$ cat src/rtl/rf_ctrl_pkg.sv
// rf_ctrl_pkg: shared constants and types for the register-file write path.
//   XLEN, ADDR_W, NREG : datapath width, register address width, register count
//   ZERO_REG           : x0, hard-wired to zero (writes and issues to it are ignored)
//   sel_e              : registered write-port grant (none / writeback / multi-cycle)
package rf_ctrl_pkg;
   localparam int XLEN   = 32;
   localparam int ADDR_W = 5;
   localparam int NREG   = 32;

   localparam logic [ADDR_W-1:0] ZERO_REG = 5'd0;

   typedef enum logic [1:0] {
      SEL_NONE = 2'd0,
      SEL_A    = 2'd1,
      SEL_B    = 2'd2
   } sel_e;
endpackage

$ cat src/rtl/rf_pending_scoreboard.sv
// rf_pending_scoreboard: one pending bit per register for outstanding
// multi-cycle results.
//   clk_i, rst_n_i  : clock, synchronous active-low reset
//   iss_valid_i/addr: a multi-cycle op issued, marks its destination pending
//   clr_valid_i/addr: a multi-cycle result was written, clears its destination
//   pending_o       : registered pending vector, bit 0 always 0
//   iss_conflict_o  : one-cycle pulse, an issue hit an already-pending register
import rf_ctrl_pkg::*;

module rf_pending_scoreboard (
   input  logic              clk_i,
   input  logic              rst_n_i,
   input  logic              iss_valid_i,
   input  logic [ADDR_W-1:0] iss_addr_i,
   input  logic              clr_valid_i,
   input  logic [ADDR_W-1:0] clr_addr_i,
   output logic [NREG-1:0]   pending_o,
   output logic              iss_conflict_o
);

   logic [NREG-1:0] pending_q, pending_d;
   logic [NREG-1:0] set_vec, clr_vec;
   logic            conflict_q, conflict_d;

   always_comb begin
      set_vec = '0;
      clr_vec = '0;
      if (iss_valid_i && (iss_addr_i != ZERO_REG)) set_vec[iss_addr_i] = 1'b1;
      if (clr_valid_i) clr_vec[clr_addr_i] = 1'b1;
      // Set is applied after clear so a same-cycle issue keeps the bit.
      pending_d    = (pending_q & ~clr_vec) | set_vec;
      pending_d[0] = 1'b0;
      conflict_d   = iss_valid_i && (iss_addr_i != ZERO_REG) && pending_q[iss_addr_i];
   end

   always_ff @(posedge clk_i) begin
      if (!rst_n_i) begin
         pending_q  <= '0;
         conflict_q <= 1'b0;
      end else begin
         pending_q  <= pending_d;
         conflict_q <= conflict_d;
      end
   end

   assign pending_o      = pending_q;
   assign iss_conflict_o = conflict_q;

endmodule

$ cat src/rtl/rf_write_scheduler.sv
// rf_write_scheduler: shares the single register-file write port between the
// in-order writeback (port A) and a multi-cycle unit (port B).
//   clk_i, rst_n_i         : clock, synchronous active-low reset
//   a_valid_i/a_ready_o    : writeback handshake, a_addr_i/a_data_i payload
//   b_valid_i/b_ready_o    : multi-cycle handshake, b_addr_i/b_data_i payload
//   iss_valid_i/iss_addr_i : multi-cycle issue, marks destination pending
//   rf_we_o/rf_wa_o/rf_wd_o: registered write port, one cycle after transfer
//   pending_o              : registered scoreboard of outstanding B results
//   iss_conflict_o         : pulse when an issue hits a pending register
// A has priority unless it targets a register B still owes (WAW) or B has
// been stalled MAX_WAIT consecutive cycles, in which case B is forced through.
import rf_ctrl_pkg::*;

module rf_write_scheduler #(
   parameter int MAX_WAIT = 4
) (
   input  logic              clk_i,
   input  logic              rst_n_i,
   input  logic              a_valid_i,
   output logic              a_ready_o,
   input  logic [ADDR_W-1:0] a_addr_i,
   input  logic [XLEN-1:0]   a_data_i,
   input  logic              b_valid_i,
   output logic              b_ready_o,
   input  logic [ADDR_W-1:0] b_addr_i,
   input  logic [XLEN-1:0]   b_data_i,
   input  logic              iss_valid_i,
   input  logic [ADDR_W-1:0] iss_addr_i,
   output logic              rf_we_o,
   output logic [ADDR_W-1:0] rf_wa_o,
   output logic [XLEN-1:0]   rf_wd_o,
   output logic [NREG-1:0]   pending_o,
   output logic              iss_conflict_o
);

   localparam int              CNT_W   = 4;
   localparam logic [CNT_W-1:0] MAX_CNT = CNT_W'(MAX_WAIT);

   logic              a_hazard, a_xfer, b_xfer, b_stall;
   logic [CNT_W-1:0]  cnt_q, cnt_d;
   logic              force_q, force_d;
   sel_e              grant_q, grant_d;
   logic [ADDR_W-1:0] wa_q, wa_d;
   logic [XLEN-1:0]   wd_q, wd_d;

   // Ready terms use only registered state plus the request payload, so the
   // register file write port never sits on a long combinational path.
   assign a_hazard  = pending_o[a_addr_i] && (a_addr_i != ZERO_REG);
   assign a_ready_o = !force_q && !a_hazard;
   assign b_ready_o = force_q || !a_valid_i || a_hazard;

   // Mutually exclusive by construction: b_ready implies A is absent or blocked.
   assign a_xfer  = a_valid_i && a_ready_o;
   assign b_xfer  = b_valid_i && b_ready_o;
   assign b_stall = b_valid_i && !b_ready_o;

   rf_pending_scoreboard u_sb (
      .clk_i         (clk_i),
      .rst_n_i       (rst_n_i),
      .iss_valid_i   (iss_valid_i),
      .iss_addr_i    (iss_addr_i),
      .clr_valid_i   (b_xfer),
      .clr_addr_i    (b_addr_i),
      .pending_o     (pending_o),
      .iss_conflict_o(iss_conflict_o)
   );

   // Starvation counter; force latches once B has waited MAX_WAIT cycles and
   // holds (blocking A) until B actually transfers.
   always_comb begin
      cnt_d   = cnt_q;
      force_d = force_q;
      if (b_xfer) begin
         cnt_d   = '0;
         force_d = 1'b0;
      end else if (b_stall) begin
         if (cnt_q < MAX_CNT) cnt_d = cnt_q + 1'b1;
         if (cnt_d >= MAX_CNT) force_d = 1'b1;
      end
   end

   // Writes to x0 complete the handshake but never reach the register file.
   always_comb begin
      grant_d = SEL_NONE;
      wa_d    = wa_q;
      wd_d    = wd_q;
      if (a_xfer && (a_addr_i != ZERO_REG)) begin
         grant_d = SEL_A;
         wa_d    = a_addr_i;
         wd_d    = a_data_i;
      end else if (b_xfer && (b_addr_i != ZERO_REG)) begin
         grant_d = SEL_B;
         wa_d    = b_addr_i;
         wd_d    = b_data_i;
      end
   end

   always_ff @(posedge clk_i) begin
      if (!rst_n_i) begin
         cnt_q   <= '0;
         force_q <= 1'b0;
         grant_q <= SEL_NONE;
         wa_q    <= '0;
         wd_q    <= '0;
      end else begin
         cnt_q   <= cnt_d;
         force_q <= force_d;
         grant_q <= grant_d;
         wa_q    <= wa_d;
         wd_q    <= wd_d;
      end
   end

   assign rf_we_o = (grant_q != SEL_NONE);
   assign rf_wa_o = wa_q;
   assign rf_wd_o = wd_q;

endmodule

$ cat config.mk
export PLATFORM = sky130hd
export DESIGN_NAME = rf_write_scheduler
export DESIGN_NICKNAME = d
export VERILOG_FILES = /design/src/rtl/rf_ctrl_pkg.sv /design/src/rtl/rf_pending_scoreboard.sv /design/src/rtl/rf_write_scheduler.sv
export SDC_FILE = /design/constraint.sdc
export NUM_CORES = 1
export LEC_CHECK = 0
export BUFFER_PORTS_ARGS = -buffer_cell sky130_fd_sc_hd__buf_2
export CAP_MARGIN = 30
export CORE_ASPECT_RATIO = 1.2
export CORE_MARGIN = 3
export CORE_UTILIZATION = 35
export CTS_BUF_LIST = sky130_fd_sc_hd__clkbuf_16
export DETAILED_ROUTE_END_ITERATION = 12
export GPL_TIMING_DRIVEN = 1
export SYNTH_ARGS = -nofsm -noshare
export SYNTH_HDL_FRONTEND = slang
export SYNTH_SLANG_ARGS = --single-unit
$ cat constraint.sdc
create_clock -name clk_i -period 3.77 [get_ports clk_i]
set_input_delay 0.9425 -clock clk_i [delete_from_list [all_inputs] [get_ports clk_i]]
set_output_delay 0.9425 -clock clk_i [all_outputs]
set_load 0.01 [all_outputs]
# Word-level counts from Yosys, hierarchy flattened
# Cells that the tools add are included.
# classes
add_sub_neg,1
n_mux,19
n_eq_ne,0
n_div,0
n_mul,0
n_bitwise,4
reduce_logical,25
magnitude_cmp,7
n_shift,0
# op_table
cell,count
two-way mux 32 bit,4
bitwise AND 32 bit,1
NOT 32 bit,1
bitwise OR 32 bit,1
< comparator 5 x 6 -> 1 bit (second input constant),3
nonzero test 5 bit,3
two-way mux 4 bit,3
logical AND 1 bit,11
binary-select mux 1 bit (select 5 bit),2
demux 1 bit (select 5 bit),2
greater-or-equal comparator 5 x 1 -> 1 bit (second input constant),2
two-way mux 5 bit,2
two-way mux 1 bit,5
adder 4 x 1 -> 4 bit (second input constant),1
greater-or-equal comparator 4 x 3 -> 1 bit (second input constant),1
logical NOT 1 bit,4
< comparator 4 x 3 -> 1 bit (second input constant),1
nonzero test 2 bit,2
OR reduction 2 bit,2
logical OR 1 bit,2
two-way mux 2 bit,1
AND reduction 2 bit,1
NOT 1 bit,1
# totals
reg_bits,77
wordCells,65
ramBits,0
n_memories,0
rom_bits,0
latchBits,0

# Logic depth before layout (Yosys ltp)
# Gate-level depths: netlist (run 1).
# depth
word_depth,10
mapped_depth,11
ltp_nobuf,7

# Hierarchy
# Synthesis (run 1) repeated with hierarchy kept, for this count alone.
# hier_totals
hier_cells,427
hier_area_um2,4175.3
# by_module_without_submodules
module,seq_area_each_um2,area_each_um2,cells_per_inst,n_inst
rf_write_scheduler,880.8,2606.2,257,1
rf_pending_scoreboard,640.6,1569.0,170,1

# Worst setup path after synthesis (run 1)
# Ideal clock, no wire load.
# synth_timing
kind,input-to-output
startpoint,in a_addr_i[0]
endpoint,out b_ready_o
arrival_ns,2.532
required_ns,2.828
cell_stages,9
n_path_buf,4
setup_slack_ns,0.296
path_cell_list,buf_4 buf_6 mux2_2 o31ai_1 o311a_1 a21o_1 buf_4 inv_4 clkbuf_1
# synth_via
elab_chain_len,4
elab_cells_between_ends,5
cone_classes,2 x mux; 3 x reduce/logical
# synth_lines
element,line,text
start: declaration,rf_write_scheduler.sv:21,"input logic [ADDR_W-1:0] a_addr_i,"
binary-select mux 1 bit (select 5 bit),rf_write_scheduler.sv:48,assign a_hazard = pending_o[a_addr_i] && (a_addr_i != ZERO_REG);
two-way mux 1 bit (implied by the code),rf_write_scheduler.sv:48,
logical AND 1 bit *,rf_write_scheduler.sv:48,
logical OR 1 bit *,rf_write_scheduler.sv:50,assign b_ready_o = force_q || !a_valid_i || a_hazard;
end: declaration,rf_write_scheduler.sv:24,"output logic b_ready_o,"
# Every way passes the cells marked *; elsewhere a longest branch is shown, timed or not. The select of a mux whose other input is x is not followed.

# Worst setup path after layout (run 1)
# Ends and elaborated chain as after synthesis.

==> metrics, run 1 <==
initial antenna violation count 0; most frequent CP cell buf_2; Fillers 1185; CP required 2830 ps; Worst VDD drop 0.183 mV; Initial Util 36.5%; Crit. End Element primary output; synth unique cells 49; Mapped Area 4110 um2; crit share post-route 95.7%; dpl ws 162 ps; placed inst area 4960 um2; register bit total from synthesis 76; xor/xnor share of the synthesized area 0%; static leakage power 2.12 nW; Finish-stage setup viols 0; commonest cells after routing, fill and taps aside 155 x buf_2, 76 x dfxtp_1, 66 x nand2_1; maximum clock path buffer count 2; unrepaired setup endpoints after global routing false; adder-cell share of the synthesized area 0.305%; Sw Share 29.6%; Critical Path AT 2670 ps; Synth Warn # 0; worst setup slack after layout 160 ps; top_reg_cell synth dfxtp_1; H-tree depth 3; CTS Hold Bufs 0; iteration count of the initial detailed-routing pass 4; CP max-delay cell mux4_2; combinational fraction of design power 18.9%; max incr delay on CP 550 ps; Synth Area in Simple Gates 28.0%; Seq pwr share 43.6%; WS Path Type in2out; vias 4547; crit path launch type input port; clk slew on worst S/H paths 60 ps; residual DRC count 0; Fin. Hold Viols 0; worst skew pair latency 340 ps; post-CTS setup buffers 0; Inserted Clock Buffers 9; status completed; Clock Skew 5.14 ps; Post-Syn Nets 585; NetSw 0.605 mW; drt total wl 14.4 mm; Inst Count DP 769; fin crit period 3610 ps; crit path cell chain buf_2 -> mux4_2 -> a221oi_1 -> o311a_1 -> a21o_2 -> inv_4 -> buf_2; I/O Pins 157; most common cell after layout, fill and taps aside buf_2; clock power share 37.5%; power density cells 392 nW/um2; GR Util All Layers 21.4%; worst hold path class reg2reg; Die ar. 13100 um2; ys async rst share 0%; multi-input logic area 2330 um2; pins over their slew limit 0; # port buffers 155; syn_area_per_cell 8.21 um2; Max Fclk 277 MHz; Setup TNS 0 ps; core area 11200 um2; largest net degree at the start of global routing 81; share of cells above drive strength 1 32.3%; DRT antenna net count 0; Design Area, Final 5220 um2; Final Util 46.4%; Detailed Route Iter0 Violations 302; first-pass GRT wire length 22.8 mm; # rows 42; CTS tree built; Sequential cell area 1520 um2; relative slew slack 46.7%; compound-gate portion of the synthesized area 19.6%; Seq/Total Area, Yosys 37.1%; global route overflow 0; fin cells 785; number of global-route vias before repair 4305; Post-synth EDFFs 0; CTS sink count 76; Syn Inst Count 500; CP max FO 11; Worst Path Buf+Inv 3; die height 125 um; worst-margin pin slew 800 ps; wire per inst 18.3 um; DIE WIDTH 105 um; cts repair resizes 0; # diodes 0; largest family of logic cells by synthesized area simple AND/OR/NAND/NOR gates; delay-heaviest family, CP compound AO/OA/AOI/OAI gates; clock root cell clkbuf_16; mux cell area share after synthesis 8.68%; placer congestion estimate 0.866; Via density 5.79; nets 711; internal power 1.44 mW; post-DP HPWL 10.3 mm; Layout area overhead 27.2%; max-cap viol count 0
-- area by class of cell --
| cell class | instances | area share [%] |
|---|---|---|
| clock buffers | 9 | 4.31 |
| clock inverters | 7 | 0.671 |
| inverters | 8 | 0.623 |
| multi-input cells | 365 | 44.7 |
| flip-flops and latches | 76 | 29.1 |
| well taps | 154 | 3.69 |
| repair buffers | 166 | 16.9 |
-- stage by stage --
stage	hold WS [ps]	power, mW
floorplan	456	1.13
global placement	462	1.29
detailed placement	467	1.29
CTS	479	2.06
global route	500	2.14
finish	478	2.05
-- power by group through the flow --
stage	Clock [mW]	Combinational, mW	Sequential, mW
final	0.768	0.386	0.893
after global routing	0.816	0.422	0.899
after CTS	0.785	0.386	0.892
after detailed placement	0	0.385	0.908
after global placement	0	0.379	0.908
after floorplan	0	0.206	0.925
-- tightest hold or removal path, stage by stage, from the launching register on --
cell      delay (ps)
dfxtp_1          310
nand2_1           50
o211ai_1          70
-- worst paths after layout --
| path | from | end | slack (ps) | cells after the start |
|---|---|---|---|---|
| max | a_addr_i[0] | b_ready_o | 160 | 7 |
| min | rf_wd_o[2] | rf_wd_o[2] | 480 | 2 |
| max reg2reg | u_sb.pending_o[27] | rf_wd_o[22] | 1020 | 9 |
| min reg2reg | rf_wd_o[2] | rf_wd_o[2] | 480 | 2 |
-- routing by layer --
metal / GRT usage, % / vias up / wire, um
li1: - / 2149 / -
met1: 27.1 / 2145 / 5910
met2: 35.2 / 223 / 6930
met3: 4.82 / 30 / 1130
met4: 8.49 / 0 / 430
met5: 0 / - / 0
-- Yosys cell counts (all sizes together), types with 3 or more instances --
cell type	number	area share [%]
clkbuf	38	3.5
nand3	42	5.1
o211ai	32	5.9
mux2	3	0.82
a221oi	3	0.64
nand2	66	6.0
o22ai	15	2.3
a21oi	14	1.7
nor4	14	2.1
a211oi	3	0.55
o21ai	17	2.1
o31ai	6	1.1
nor2b	6	0.91
dfxtp	76	37
nor3b	3	0.55
or3	4	0.61
mux4	12	6.6
a31oi	15	2.3
nor3	5	0.61
buf	13	2.1
and3	3	0.46
nor2	26	2.4
nand4	36	5.5
mux2i	4	1.3
or3b	4	0.85
inv	6	0.61
nand2b	3	0.46
nand3b	7	1.3
-- registers in the layout, indices dropped and copies added (netlist names) --
name,flops
rf_wa_o,5
force_q,1
u_sb.pending_o,31
cnt_q,4
u_sb.iss_conflict_o,1
grant_q,2
rf_wd_o,32
-- kinds of logic (layout without fill, tap and decap cells) --
logic type | count (synthesis) | count (layout)
compound gates | 119 | 119
fa+ha+maj | 1 | 1
buf+inv | 59 | 190
flops | 76 | 76
mux | 19 | 19
other cells | 1 | 1
simple gates | 225 | 225
(Power assumes the default switching activity.)
==> inputs of run 2 (changes only) <==
==> constraint.sdc (replaced) <==
create_clock -name clk_i -period 3.77 [get_ports clk_i]
set_input_delay 0.9425 -clock clk_i [delete_from_list [all_inputs] [get_ports clk_i]]
set_output_delay 0.9425 -clock clk_i [all_outputs]
set_load 0.05 [all_outputs]
==> run 2 against run 1 <==
Non-clock buffer count up 1. Total power up 19%. Clock skew up 3.0 ps. Critical endpoint unchanged. Die area unchanged. Clock power up 30%. Flip-flop and latch count unchanged. Register-to-register slack better by 70 ps. Via count up 1.4%. Count of clock-buffer cells in the layout unchanged. Critical path depth unchanged. First-iteration DRC count down 8.9%. Cell count up 0.25%.
==> metrics, run 2 (synthesized netlist as in run 1, its figures left out) <==
status completed; Clock Skew 8.16 ps (+3.02 ps); H-tree depth 3 (unchanged); largest net degree at the start of global routing 103 (+27%); WS Path Type in2out; r2r setup slk 1090 ps (+70 ps); commonest cells after routing, fill and taps aside 154 x buf_2, 76 x dfxtp_1, 66 x nand2_1; Inserted Clock Buffers 9 (unchanged); unrepaired setup endpoints after global routing false; crit path launch type input port; Max Fclk 278 MHz (+0.40%); max FFs per register 32 (unchanged); CTS tree built; post-CTS setup buffers 0 (unchanged); power density cells 460 nW/um2 (+17%); worst hold path class reg2reg; residual DRC count 0 (unchanged); number of global-route vias before repair 4450 (+3.4%); max-cap viol count 0 (unchanged); core area 11200 um2 (unchanged); relative slew slack 32.1% (-15 points); Initial Util 36.5% (unchanged); R2R Path End u_sb.pending_o[7]; most common cell after layout, fill and taps aside buf_2; fin crit period 3600 ps (-14.5 ps); static leakage power 2.15 nW (+1.4%); Setup TNS 0 ps (unchanged); Via density 5.86 (+1.1%); wire per inst 19.1 um (+4.3%); # rows 42 (unchanged); Finish-stage setup viols 0 (unchanged); internal power 1.65 mW (+14%); initial antenna violation count 1 (+1); I/O Pins 157 (unchanged); Seq pwr share 36.7% (-6.9 points); Critical Path AT 2650 ps (-20 ps); DIE WIDTH 105 um (unchanged); nets 712 (+0.14%); Inst Count DP 770 (+0.13%); drt total wl 15.1 mm (+4.6%); CP max FO 10 (-1); combinational fraction of design power 22.5% (+3.6 points); crit share post-route 95.4% (-0.38 points); placed inst area 4960 um2 (about the same); Sw Share 32.4% (+2.8 points); # port buffers 155 (unchanged); clock root cell clkbuf_16; clk slew on worst S/H paths 60 ps (about the same); Fin. Hold Viols 0 (unchanged); vias 4610 (+1.4%); maximum clock path buffer count 2 (unchanged); CP required 2830 ps (about the same); iteration count of the initial detailed-routing pass 5 (+1); share of cells above drive strength 1 32.9% (+0.58 points); pins over their slew limit 0 (unchanged); reg2reg start u_sb.pending_o[27]; reg2reg path depth 8 (-1); first-pass GRT wire length 23.7 mm (+3.9%); hold depth 2 (unchanged); Die ar. 13100 um2 (unchanged); hold path start rf_wd_o[15]; Crit. End Element primary output; placer congestion estimate 0.939 (+8.4%); post-DP HPWL 10.5 mm (+1.6%); Layout area overhead 29.2%; worst skew pair latency 340 ps (about the same); fin cells 787 (+0.25%); cts repair resizes 0 (unchanged); CTS sink count 76 (unchanged); die height 125 um (unchanged); Fillers 1154 (-2.6%); CTS Hold Bufs 0 (unchanged); Detailed Route Iter0 Violations 275 (-8.9%); clock power share 40.8% (+3.3 points); GR Util All Layers 22.5% (+1.1 points); worst hold slack 479 ps (+0.872 ps); Tot Pwr 2.44 mW (+19%); worst-margin pin slew 1020 ps (+218 ps); NetSw 0.789 mW (+30%); Hold EP rf_wd_o[15]; global route overflow 0 (unchanged); DRT antenna net count 0 (unchanged); Worst VDD drop 0.247 mV (+35%); Design Area, Final 5310 um2 (+1.6%)
-- run 2: area by class of cell --
cell class	instances	area [um2]	area share, %
Antenna cell	1	2.50	0.0472
Sequential cell	76	1520	28.7
Multi-Input combinational cell	365	2340	44.0
Clock inverter	7	115	2.17
Tap cell	154	193	3.63
Inverter	8	32.5	0.613
Clock buffer	9	225	4.24
Timing Repair Buffer	167	881	16.6
-- run 2: worst max-delay path, stage by stage --
cell and delay, ps:
buf_2 240, mux4_2 560, a221oi_1 300, o311a_1 220, a21o_2 140, inv_4 40
buf_2 200
-- run 2: power by group through the flow --
stage               Sequential [mW]  Combinational, mW  Clock, mW
global placement              0.909              0.542          0
global route                  0.899              0.585       1.04
floorplan                      1.07              0.219          0
finish                        0.894              0.549      0.996
detailed placement            0.910              0.548          0
CTS                           0.893              0.549       1.02
-- run 2: how the worst max path moves through the flow --
stage                endpoint         from  cells past startpoint
finish              b_ready_o  a_addr_i[0]                      7
global route        b_ready_o  a_addr_i[0]                      7
CTS                 b_ready_o  a_addr_i[0]                      7
detailed placement  b_ready_o  a_addr_i[0]                      7
global placement    b_ready_o  a_addr_i[0]                      7
floorplan           b_ready_o  a_addr_i[0]                      9
-- run 2: per-layer routing --
metal	routed length, um	GRT usage (%)	vias to the layer above
met5	0	0	-
met4	437	9.88	0
met3	1490	6.12	28
met2	7270	36.6	254
met1	5860	27.9	2178
li1	-	-	2150
-- run 2: per-stage QoR --
step                      util [%]  worst slack [ps]
after global placement        44.1               210
after floorplan                  -               224
after detailed placement      44.1               179
after CTS                     47.2               176
after global routing          47.2              35.8
final                         47.2               175
==> inputs of run 3 (changes only) <==
- CELL_PAD_IN_SITES_DETAIL_PLACEMENT: not set -> 1
- CELL_PAD_IN_SITES_GLOBAL_PLACEMENT: not set -> 1
- PLACE_DENSITY_LB_ADDON: not set -> 0.1
==> run 3 against run 2 <==
Sequential power about the same. Core utilization rose by 0.11 points. Critical path depth did not move. Count of clock-buffer cells in the layout unchanged. Design area is 0.24% higher. Clock power up 5%. Critical path type unchanged. Largest cell class unchanged. Highest routed layer unchanged.
==> metrics, run 3 (synthesized netlist as in run 1, its figures left out) <==
Design Area, Final 5320 um2 (+0.24%); WS Path Type in2out; Detailed Route Iter0 Violations 250 (-9.1%); post-DP HPWL 11.5 mm (+9.5%); worst skew pair latency 340 ps (about the same); cts repair resizes 0 (unchanged); r2r setup slk 1010 ps (-80 ps); global route overflow 0 (unchanged); Worst VDD drop 0.265 mV (+7.1%); Setup TNS 0 ps (unchanged); commonest cells after routing, fill and taps aside 154 x buf_2, 76 x dfxtp_1, 66 x nand2_1; Crit. End Element primary output; drt total wl 16.2 mm (+7.3%); hold path start rf_wd_o[11]; reg2reg start u_sb.pending_o[27]; Inserted Clock Buffers 9 (unchanged); crit share post-route 96.1% (+0.74 points); placer congestion estimate 0.865 (-7.9%); power density cells 470 nW/um2 (+2.2%); pins over their slew limit 0 (unchanged); hold depth 2 (unchanged); fin crit period 3620 ps (+27.8 ps); GR Util All Layers 24.0% (+1.4 points); share of cells above drive strength 1 32.9% (-0.052 points); die height 125 um (unchanged); relative slew slack 53.5% (+21 points); worst hold slack 480 ps (+1.37 ps); # diodes 0 (-1); most frequent CP cell buf_2; CP max-delay cell mux4_2; unrepaired setup endpoints after global routing false; CP required 2830 ps (about the same); placed inst area 4970 um2 (about the same); largest net degree at the start of global routing 63 (-39%); Critical Path AT 2680 ps (+30 ps); Via density 5.85 (about the same); iteration count of the initial detailed-routing pass 4 (-1); R2R Path End u_sb.pending_o[19]; Finish-stage setup viols 0 (unchanged); post-CTS setup buffers 0 (unchanged); # rows 42 (unchanged); nets 714 (+0.28%); DRT antenna net count 0 (unchanged); CTS Hold Bufs 0 (unchanged); Initial Util 36.5% (unchanged); Final Util 47.3% (+0.11 points); I/O Pins 157 (unchanged); Max Fclk 276 MHz (-0.77%); vias 4606 (-0.087%); number of global-route vias before repair 4623 (+3.9%); initial antenna violation count 0 (-1); clock root cell clkbuf_16; Die ar. 13100 um2 (unchanged); max FFs per register 32 (unchanged); max-cap viol count 0 (unchanged); H-tree depth 3 (unchanged); Hold EP rf_wd_o[11]; DIE WIDTH 105 um (unchanged); routed length on met2 8.20 mm (+13%); core area 11200 um2 (unchanged); Fin. Hold Viols 0 (unchanged); max incr delay on CP 490 ps (-70 ps); static leakage power 2.16 nW (+0.53%); Clock Skew 4.25 ps (-3.91 ps); clk slew on worst S/H paths 60 ps (about the same); wire per inst 20.5 um (+7.3%); worst hold path class reg2reg; WL met1 6.54 mm (+11%); highest metal used met4; first-pass GRT wire length 25.4 mm (+7.3%); CP max FO 9 (-1); crit path cell chain buf_2 -> buf_4 -> mux4_2 -> nor2b_1 -> o31ai_1 -> a21oi_2 -> buf_2; # port buffers 155 (unchanged); maximum clock path buffer count 2 (unchanged); worst-margin pin slew 698 ps (-320 ps); Layout area overhead 29.5%; crit path launch type input port; status completed; most common cell after layout, fill and taps aside buf_2; reg2reg path depth 8 (unchanged); residual DRC count 0 (unchanged); CTS tree built; met3 routed WL 1.08 mm (-27%); CTS sink count 76 (unchanged)
## run 3: per-layer routing
layer  up-vias  track usage (%)
met5         -                0
met4         0             7.64
met3        23             5.55
met2       166             41.7
met1      2264             29.1
li1       2153                -
## run 3: per-stage QoR
step                      worst slack, ps  power, mW  instances
final                                 147       2.50        787
after global routing                 42.0       2.59        787
after CTS                             143       2.52        787
after detailed placement              161       1.47        772
after global placement                177       1.45        772
after floorplan                       224       1.29        500
## run 3: worst max-delay path by stage
stage                         endpoint        start  cells after the start  slack [ps]
global route                 b_ready_o  a_addr_i[0]                      7          40
floorplan                    b_ready_o  a_addr_i[0]                      9         220
detailed placement  u_sb.pending_o[19]  a_addr_i[0]                     10         160
finish                       a_ready_o  a_addr_i[0]                      7         150
global placement             a_ready_o  a_addr_i[0]                      7         180
CTS                          a_ready_o  a_addr_i[0]                      7         140
## run 3: worst max-delay path, delay by kind of cell
kind                   cells  cell delay [ps]
AO/OA/AOI/OAI              2              300
buffers and inverters      3              760
multiplexers               1              490
AND/OR/NAND/NOR            1              190
## run 3: final cells by class
cell class              instances  area, um2
clock buffers                   9        225
clock inverters                 6        128
fillers                      1444       5930
inverters                       8       32.5
multi-input cells             365       2340
flip-flops and latches         76       1520
well taps                     154        193
repair buffers                169        883
## run 3: where the power goes
group | switching (mW) | internal (mW) | leakage (nW) | total, mW
clock network | 0.345 | 0.706 | 0.171 | 1.05
registers | 0.0379 | 0.856 | 0.622 | 0.894
logic | 0.405 | 0.150 | 1.37 | 0.555
total | 0.788 | 1.71 | 2.16 | 2.50
